==> src/rtl/load_store_unit.sv <==
// Load/store unit: one request at a time toward a word-only data memory,
// with sign/zero-extending sub-word loads and read-modify-write sub-word stores.
module load_store_unit #(
    parameter bit CHECK_ALIGN = 1'b1
) (
    input  logic        clk,
    input  logic        reset,
    input  logic        start,
    input  logic [2:0]  op,
    input  logic [31:0] addr,
    input  logic [31:0] wdata,
    output logic        busy,
    output logic        done,
    output logic [31:0] rdata,
    output logic        misaligned,
    output logic        MemRead,
    output logic        MemWrite,
    output logic [31:0] endereco,
    output logic [31:0] dado_in,
    input  logic [31:0] dado_out
);

    localparam logic [2:0] OP_LB  = 3'b000;
    localparam logic [2:0] OP_LH  = 3'b001;
    localparam logic [2:0] OP_LW  = 3'b010;
    localparam logic [2:0] OP_SB  = 3'b011;
    localparam logic [2:0] OP_LBU = 3'b100;
    localparam logic [2:0] OP_LHU = 3'b101;
    localparam logic [2:0] OP_SH  = 3'b110;
    localparam logic [2:0] OP_SW  = 3'b111;

    typedef enum logic [2:0] {
        S_IDLE = 3'd0,
        S_RD   = 3'd1,
        S_MRG  = 3'd2,
        S_WR   = 3'd3,
        S_RESP = 3'd4,
        S_ERR  = 3'd5
    } state_t;

    state_t      state_r;
    state_t      state_s;
    logic [2:0]  op_r;
    logic [31:0] addr_r;
    logic [31:0] wdata_r;
    logic [31:0] word_r;
    logic [31:0] rdata_r;

    function automatic logic is_load(input logic [2:0] o);
        return (o != OP_SB) && (o != OP_SH) && (o != OP_SW);
    endfunction

    function automatic logic is_misaligned(input logic [2:0] o, input logic [1:0] a);
        logic m;
        case (o)
            OP_LW, OP_SW:         m = (a != 2'b00);
            OP_LH, OP_LHU, OP_SH: m = a[0];
            default:              m = 1'b0;
        endcase
        return m;
    endfunction

    // Little-endian lane select followed by sign or zero extension.
    function automatic logic [31:0] extract(input logic [2:0] o, input logic [1:0] a,
                                            input logic [31:0] w);
        logic [7:0]  b;
        logic [15:0] h;
        logic [31:0] r;
        b = w[{a, 3'b000} +: 8];
        h = a[1] ? w[31:16] : w[15:0];
        case (o)
            OP_LB:   r = {{24{b[7]}}, b};
            OP_LBU:  r = {24'h000000, b};
            OP_LH:   r = {{16{h[15]}}, h};
            OP_LHU:  r = {16'h0000, h};
            default: r = w;
        endcase
        return r;
    endfunction

    function automatic logic [31:0] merge(input logic [2:0] o, input logic [1:0] a,
                                          input logic [31:0] w, input logic [31:0] d);
        logic [31:0] r;
        r = w;
        case (o)
            OP_SB: r[{a, 3'b000} +: 8] = d[7:0];
            OP_SH: begin
                if (a[1]) begin
                    r[31:16] = d[15:0];
                end else begin
                    r[15:0] = d[15:0];
                end
            end
            default: r = d;
        endcase
        return r;
    endfunction

    // Next-state decode.
    always_comb begin
        state_s = state_r;
        case (state_r)
            S_IDLE: begin
                if (start) begin
                    if (CHECK_ALIGN && is_misaligned(op, addr[1:0])) begin
                        state_s = S_ERR;
                    end else if (op == OP_SW) begin
                        state_s = S_WR;
                    end else begin
                        state_s = S_RD;
                    end
                end else begin
                    state_s = S_IDLE;
                end
            end
            S_RD: begin
                if (is_load(op_r)) begin
                    state_s = S_RESP;
                end else begin
                    state_s = S_MRG;
                end
            end
            S_MRG:   state_s = S_RESP;
            S_WR:    state_s = S_RESP;
            S_RESP:  state_s = S_IDLE;
            S_ERR:   state_s = S_IDLE;
            default: state_s = S_IDLE;
        endcase
    end

    // State, request latches, read word and load result.
    always_ff @(posedge clk) begin
        if (reset) begin
            state_r <= S_IDLE;
            op_r    <= 3'b000;
            addr_r  <= 32'h0000_0000;
            wdata_r <= 32'h0000_0000;
            word_r  <= 32'h0000_0000;
            rdata_r <= 32'h0000_0000;
        end else begin
            state_r <= state_s;
            if (state_r == S_IDLE && start) begin
                op_r    <= op;
                addr_r  <= addr;
                wdata_r <= wdata;
            end
            if (state_r == S_RD) begin
                word_r <= dado_out;
                if (is_load(op_r)) begin
                    rdata_r <= extract(op_r, addr_r[1:0], dado_out);
                end
            end
        end
    end

    // Strobes are gated with reset so nothing commits on a reset edge.
    always_comb begin
        busy       = (state_r != S_IDLE);
        done       = (state_r == S_RESP) || (state_r == S_ERR);
        misaligned = (state_r == S_ERR);
        MemRead    = (state_r == S_RD) && !reset;
        MemWrite   = ((state_r == S_MRG) || (state_r == S_WR)) && !reset;
        rdata      = rdata_r;
        if (state_r == S_RD || state_r == S_MRG || state_r == S_WR) begin
            endereco = {addr_r[31:2], 2'b00};
        end else begin
            endereco = 32'h0000_0000;
        end
        if (state_r == S_MRG) begin
            dado_in = merge(op_r, addr_r[1:0], word_r, wdata_r);
        end else if (state_r == S_WR) begin
            dado_in = wdata_r;
        end else begin
            dado_in = 32'h0000_0000;
        end
    end

endmodule

==> config.mk <==
export PLATFORM = sky130hd
export DESIGN_NAME = load_store_unit
export DESIGN_NICKNAME = d
export VERILOG_FILES = /design/src/rtl/load_store_unit.sv
export SDC_FILE = /design/constraint.sdc
export NUM_CORES = 1
export LEC_CHECK = 0
export ABC_AREA = 1
export BUFFER_PORTS_ARGS = -buffer_cell sky130_fd_sc_hd__buf_4
export CAP_MARGIN = 0
export CELL_PAD_IN_SITES_DETAIL_PLACEMENT = 1
export CELL_PAD_IN_SITES_GLOBAL_PLACEMENT = 2
export CORE_MARGIN = 5
export CORE_UTILIZATION = 29
export DETAILED_ROUTE_END_ITERATION = 10
export PLACE_DENSITY_LB_ADDON = 0.1
export SYNTH_ARGS = -nofsm -noshare
export SYNTH_HDL_FRONTEND = slang
export SYNTH_SLANG_ARGS = --single-unit
==> constraint.sdc <==
create_clock -name clk -period 5.3 [get_ports clk]
set_input_delay 0.795 -clock clk [delete_from_list [all_inputs] [get_ports clk]]
set_output_delay 0.795 -clock clk [all_outputs]
set_load 0.005 [all_outputs]
==> results of run 1 <==
## power groups by stage
stage	logic (mW)	clock network, mW	registers, mW
after floorplan	0.296	0	1.15
after global placement	0.495	0	1.18
after detailed placement	0.500	0	1.18
after CTS	0.503	1.33	1.16
after global routing	0.558	1.36	1.17
final	0.494	1.29	1.16
## sequential cells by signal, indices dropped and copies added (netlist names)
register / cells
wdata_r: 32
word_r: 32
rdata: 32
op_r: 3
state_r: 3
addr_r: 32
## layout by cell type (no fill, tap or decap), types with 2 or more instances in the layout
cell,Yosys,layout
bufinv_16,0,4
o211ai_1,7,7
nand4_1,9,9
o21ai_0,104,104
inv_2,2,3
ha_1,5,5
clkinv_4,0,2
clkinvlp_4,0,2
nor2_4,4,4
nand2_1,314,314
a21oi_1,117,117
a21o_1,6,6
clkinv_2,0,2
nand3_2,3,3
inv_1,103,102
clkbuf_16,0,17
or2_2,4,4
nand2_2,2,2
conb_1,1,2
nor2_1,120,119
buf_4,3,208
dfxtp_1,134,134
nand3_1,53,52
nor2_2,4,5
nor3_1,4,4
inv_6,0,4
## cells by family (layout without fill, tap and decap cells)
family	count (synthesis)	in the layout	share of synthesized area (%)
flops	134	134	39.63
buf+inv	168	345	9.944
compound gates	237	237	18.06
other cells	1	2	0.05540
fa+ha+maj	5	5	0.9242
simple gates	519	519	31.39
## worst register-to-register path: stages, from the launching register on
cell and delay [ns]:
dfxtp_1 0.82, inv_1 0.51, nand3_1 0.24, nand2_1 0.07, nand2_1 0.69, nand3_1 0.15
nor2_1 0.15, nor2_1 0.05
## per-stage QoR
step	utilization (%)	hold WS, ns	instance area (µm²)	setup WS, ns
after floorplan	-	0.4300	6773	2.780
after global placement	36.42	0.4401	8473	1.709
after detailed placement	36.42	0.4462	8473	1.680
after CTS	39.10	0.4570	9096	1.213
after global routing	39.10	0.4698	9096	0.9381
final	39.10	0.4505	9096	1.201
## layout make-up
type,count,area (µm²),area share [%]
multi-input combinational,763,3432,37.73
timing repair buffer,208,1562,17.17
clock buffer,17,425.4,4.677
clock inverter,14,197.7,2.173
tap,319,399.1,4.388
inverter,106,397.9,4.374
sequential,134,2683,29.49
## cells in the mapped netlist
master	n
and2_1	1
nor2_2	4
nor3_2	1
buf_4	3
ha_1	5
conb_1	1
nand4_1	9
o211ai_1	7
nand3_2	3
a21o_1	6
nor2_1	120
buf_1	4
buf_2	13
inv_2	2
a21oi_1	117
nand2_2	2
nor3_1	4
a31oi_1	1
o21ai_0	104
inv_1	103
buf_6	2
o21ai_1	1
or2_2	4
clkbuf_1	40
nor2_4	4
dfxtp_1	134
clkinv_1	1
o21bai_1	1
nand2_1	314
nand3_1	53
## layer usage
metal / vias to the layer above / routed length [µm] / track usage [%]
met2: 164 / 12770 / 33.00
met4: 0 / 396 / 5.261
li1: 3712 / - / -
met3: 27 / 1193 / 4.632
met1: 3503 / 12920 / 26.88
met5: - / 0 / 0
## worst paths after layout
| kind | end | cells past startpoint |
|---|---|---|
| worst min register to register | addr_r[31]$_SDFFE_PP0P_ | 2 |
| worst max-delay path | dado_in[17] | 11 |
| worst max register to register | rdata[13]$_SDFFE_PP0P_ | 7 |
| worst min-delay path | addr_r[31]$_SDFFE_PP0P_ | 2 |
==> impl_results.md, run 1 <==
- Fin cells: 1561
- Clock Latency Late Sink: 0.43 ns
- CTS clock-pin slew for the worst setup and hold paths: 0.06 ns
- Share of cells above drive strength 1: 21.10%
- Vias in the first global route: 7494
- Setup bufs post-CTS: 0
- Pint: 2.075 mW
- Sequential area share after synthesis: 39.63%
- Top delay family on crit path: simple AND/OR/NAND/NOR gates
- Final Net Count: 1337
- Syn_area_per_cell: 6.362 µm²
- CP Capture Type: output port
- Sw Ratio: 29.44%
- Port Buf Inserts: 200
- Final Skew: 0.007740 ns
- Ant. Diodes: 0
- Post-detail-place hpwl: 20050 µm
- Final min period: 4.099 ns
- Crit Path Class: flop to output port
- DR vias/cell: 4.744
- Worst EP arrival: 3.30 ns
- First-pass GRT wire length: 41600 µm
- Crit-path max FO: 23
- Via count: 7406
- Area delta synth->final: 34.38%
- Htree depth: 4
- Max transition margin: 14.57%
- Largest net degree at the start of global routing: 111
- Clock Tree Buf Depth: 2
- Gate power share: 16.8%
- Clock root cell: clkbuf_16
- CTS Hold Bufs: 0
- Die area: 26500 µm²
- Netlist cell types: 30
- # rows: 56
- VDD IR max: 0.0001904 V
- Slowest stage delay, CP: 0.82 ns
- Detailed router's first-iteration violation count: 375
- Post-synthesis register bit count: 134
- Post-Syn Area: 6769 µm²
- CTS sink count: 134
- Reg2reg setup slack: 2.51 ns
- Initial antenna violation count: 0
- Critical Path Start Type: flop
- P_leak: 4.251 nW
- Drt total wl: 27290 µm
- Initial Util: 29.10%
- Status: finished, final reports clean
- Flop pwr share: 39.4%
- Final count of pins violating max slew: 0
- Syn Inst Count: 1064
- Worst Path Buf+Inv: 3
- GP Congestion: 0.8663
- Tot Pwr: 2.941 mW
- Cts repair resizes: 0
- Max stage delay cell, worst path: dfxtp_1
- Max_cap viols: 0
- Fill count: 3060
- Core area: 23260 µm²
- Yosys warnings: 0
- Cell Pwr Density: 323.3 nW/µm²
- Cell taking the most area after synthesis: dfxtp_1
- Setup_tns: 0 ns
- Die X: 162.8 µm
- Hold crit path type: flop to flop
- Hold path startpoint: addr_r[31]$_SDFFE_PP0P_
- Req. time, crit path: 4.51 ns
- Clock group share of total power: 43.8%
- P_sw: 0.8658 mW
- Critical path cell sequence: inv_1, ha_1, inv_1, nor2_1, nand3_1, nand2_1, nand2_1, nand2_1, nand2_1, nand2_1, buf_4
- Hold Vio Cnt, Final: 0
- FF-to-FF Start: addr_r[1]$_SDFFE_PP0P_
- Proportion of netlist area held by the largest area contributor: 39.63%
- Setup violators final: 0
- I/O Pins: 203
- Critical path origin: addr_r[1]$_SDFFE_PP0P_
- DRC: 0
- Die Y: 162.8 µm
- Total GRT Usage: 20.16%
- TritonCTS buffer count: 17
- RSZ-0062 raised after global routing: false
- Fin crit share: 77.35%
- Fmax: 243.9 MHz
- Dpl cells: 1530
- Crit-path most repeated cell: nand2_1
- Iteration count of the initial detailed-routing pass: 4
- Largest cells by area after synthesis: dfxtp_1 40%, nand2_1 17%, a21oi_1 8.7%
- GRT Residual Overflow: 0
- WL/cell: 17.48 µm
- Antenna viol nets, final: 0
- Worst-Margin Slew: 1.280 ns
- TritonCTS clock tree: built
(Power assumes the default switching activity.)
==> run 2: changes to the inputs <==
Settings changed: ABC_AREA 1 to 0, CORE_UTILIZATION 29 to 28.
Clock period 5.3 ns to 4.3 ns, I/O delays scaled along.
==> run 2 against run 1 <==
Compared with the run above:
- cell area fell by 4.0%
- die area is 0.98% lower
- register-to-register slack got worse by 0.87 ns
- total power rose by 19%
- critical path depth fell by 4
- clock power increased by 24%
- first-iteration DRC count shrank 10%
- largest power group unchanged
- sequential power rose by 22%
- count of clock-buffer cells in the layout rose by 1
==> impl_results.md, run 2 <==
- Total GRT Usage: 19.25%
- Req. time, crit path: 3.65 ns
- Area taken by multi-input logic gates: 3443 µm²
- Most frequent cells in the layout: 230 x nand2_1, 211 x buf_4, 134 x dfxtp_1, 115 x a21oi_1, 51 x nor2_1
- Max_cap viols: 0
- CTS Hold Bufs: 0
- P_leak: 3.450 nW
- Final Net Count: 1107
- Die area: 26240 µm²
- Largest net degree at the start of global routing: 44
- CTS clock-pin slew for the worst setup and hold paths: 0.06 ns
- Final Skew: 0.007924 ns
- Ant. Diodes: 0
- Ys flop type: dfxtp_1
- Number of flops mapped to enable cells by yosys: 0
- Drt total wl: 25470 µm
- Detailed router's first-iteration violation count: 337
- Largest cells by area after synthesis: dfxtp_1 41%, nand2_1 13%, a21oi_1 8.9%
- Ys async rst share: 0%
- Hold path startpoint: wdata_r[23]$_SDFFE_PP0P_
- CTS sink count: 134
- Critical path origin: addr_r[0]$_SDFFE_PP0P_
- Yosys warnings: 0
- Clock root cell: clkbuf_16
- Place WS: 1.107 ns
- GP Congestion: 0.8386
- Via count: 6478
- FF-to-FF Start: op_r[1]$_SDFFE_PP0P_
- Hold Vio Cnt, Final: 0
- Antenna viol nets, final: 0
- VDD IR max: 0.0002310 V
- I/O Pins: 203
- RSZ-0062 raised after global routing: false
- Most numerous cell in the Yosys netlist: nand2_1
- Post-detail-place hpwl: 18650 µm
- Worst-Margin Slew: 1.196 ns
- # rows: 55
- Final min period: 3.618 ns
- Syn Inst Count: 839
- Slowest stage delay, CP: 0.60 ns
- Crit Path Class: flop to output port
- Cell taking the most area after synthesis: dfxtp_1
- Cts repair resizes: 0
- Die Y: 162.0 µm
- Cell Pwr Density: 401.4 nW/µm²
- DR vias/cell: 4.995
- Htree depth: 4
- Fill count: 2756
- Synth top cells by count: 231 x nand2_1, 134 x dfxtp_1, 115 x a21oi_1
- Setup violators final: 0
- Share of cells above drive strength 1: 25.99%
- Worst EP arrival: 2.97 ns
- Proportion of netlist area held by the largest area contributor: 41.48%
- Area delta synth->final: 35.04%
- Netlist cell types: 58
- Critical Path Start Type: flop
- Hold crit path type: flop to flop
- Max transition margin: 19.92%
- Clock Tree Buf Depth: 2
- Setup bufs post-CTS: 0
- Critical path cell sequence: inv_1, ha_1, nor4bb_1, nand3_1, a21oi_1, a22o_1, buf_4
- Syn_area_per_cell: 7.709 µm²
- Max stage delay cell, worst path: a21oi_1
- Register Area: 2683 µm²
- Status: finished, final reports clean
- Final count of pins violating max slew: 0
- Die X: 162.0 µm
- Fin crit share: 84.14%
- Final core occ: 38.46%
- Sequential area share after synthesis: 41.48%
- Commonest non-fill, non-tap cell in the layout: nand2_1
- TritonCTS clock tree: built
- Core area: 22710 µm²
- Post-synthesis register bit count: 134
- Initial antenna violation count: 0
- Clock Latency Late Sink: 0.42 ns
- Post-Syn Area: 6467 µm²
- Setup_tns: 0 ns
- WL/cell: 19.64 µm
- Port Buf Inserts: 200
- CP Capture Type: output port
- Tot Pwr: 3.505 mW
- Vias in the first global route: 6655
- Initial Util: 28.48%
- TritonCTS buffer count: 17
- First-pass GRT wire length: 39340 µm
- DRC: 0
- GRT Residual Overflow: 0
- Fmax: 276.4 MHz
- PnR worst setup slack: 0.6818 ns
- Crit-path max FO: 12
- Iteration count of the initial detailed-routing pass: 4
## run 2: cell count changes after synthesis, sizes merged, moves of 12 or more
| cell | change |
|---|---|
| nor2 | -76 |
| nand3 | -48 |
| nand2 | -85 |
| o21ai | -94 |
| nor2b | +12 |
| inv | -96 |
| and2 | +43 |
| a211oi | +24 |
| a221o | +13 |
## run 2: critical path: cells and delay by family, from the launching register on
kind	cells	cell delay, ns
compound gates	2	0.85
flops	1	0.55
simple gates	2	0.49
fa+ha+maj	1	0.37
buf+inv	2	0.30
## run 2: path summary, 6_finish.rpt
check                           slack, ns                       end  cells past startpoint
worst max-delay path                 0.68                dado_in[7]                      7
worst min-delay path                 0.45  wdata_r[23]$_SDFFE_PP0P_                      2
worst max register to register       1.64    rdata[30]$_SDFFE_PP0P_                      5
worst min register to register       0.45  wdata_r[23]$_SDFFE_PP0P_                      2
## run 2: metal layers
metal	vias to the layer above	global-route usage (%)	share of wire (%)
li1	3204	-	-
met1	3073	24.40	45
met2	171	30.61	45
met3	30	6.953	7.2
met4	0	6.151	2.5
met5	-	0	0
## run 2: cell families after synthesis
family	share of synthesized area, %
simple gates	26.58
fa+ha+maj	0.9673
xor+xnor	0.1354
buf+inv	5.494
other cells	0.05798
compound gates	24.18
flops	41.48
mux	1.103
## run 2: through the flow
stage	instance area (µm²)	hold slack [ns]	cells
after global routing	8733	0.4345	1297
after CTS	8733	0.4477	1297
after global placement	8100	0.4387	1266
after floorplan	6471	0.4317	840
after detailed placement	8100	0.4429	1266
final	8733	0.4494	1297
## run 2: power by group
group          leakage (nW)  internal [mW]  total, mW  switching [mW]
clock                 0.308          0.993       1.60           0.607
combinational          2.04          0.215      0.494           0.279
sequential             1.10           1.33       1.41          0.0807
total                  3.45           2.54       3.51           0.967
## run 2: final cells by class
| type | count | area share [%] |
|---|---|---|
| Clock buffer | 18 | 5.029 |
| Tap cell | 285 | 4.083 |
| Sequential cell | 134 | 30.72 |
| Multi-Input combinational cell | 627 | 39.43 |
| Clock inverter | 13 | 2.221 |
| Inverter | 9 | 0.3868 |
| Timing Repair Buffer | 211 | 18.14 |
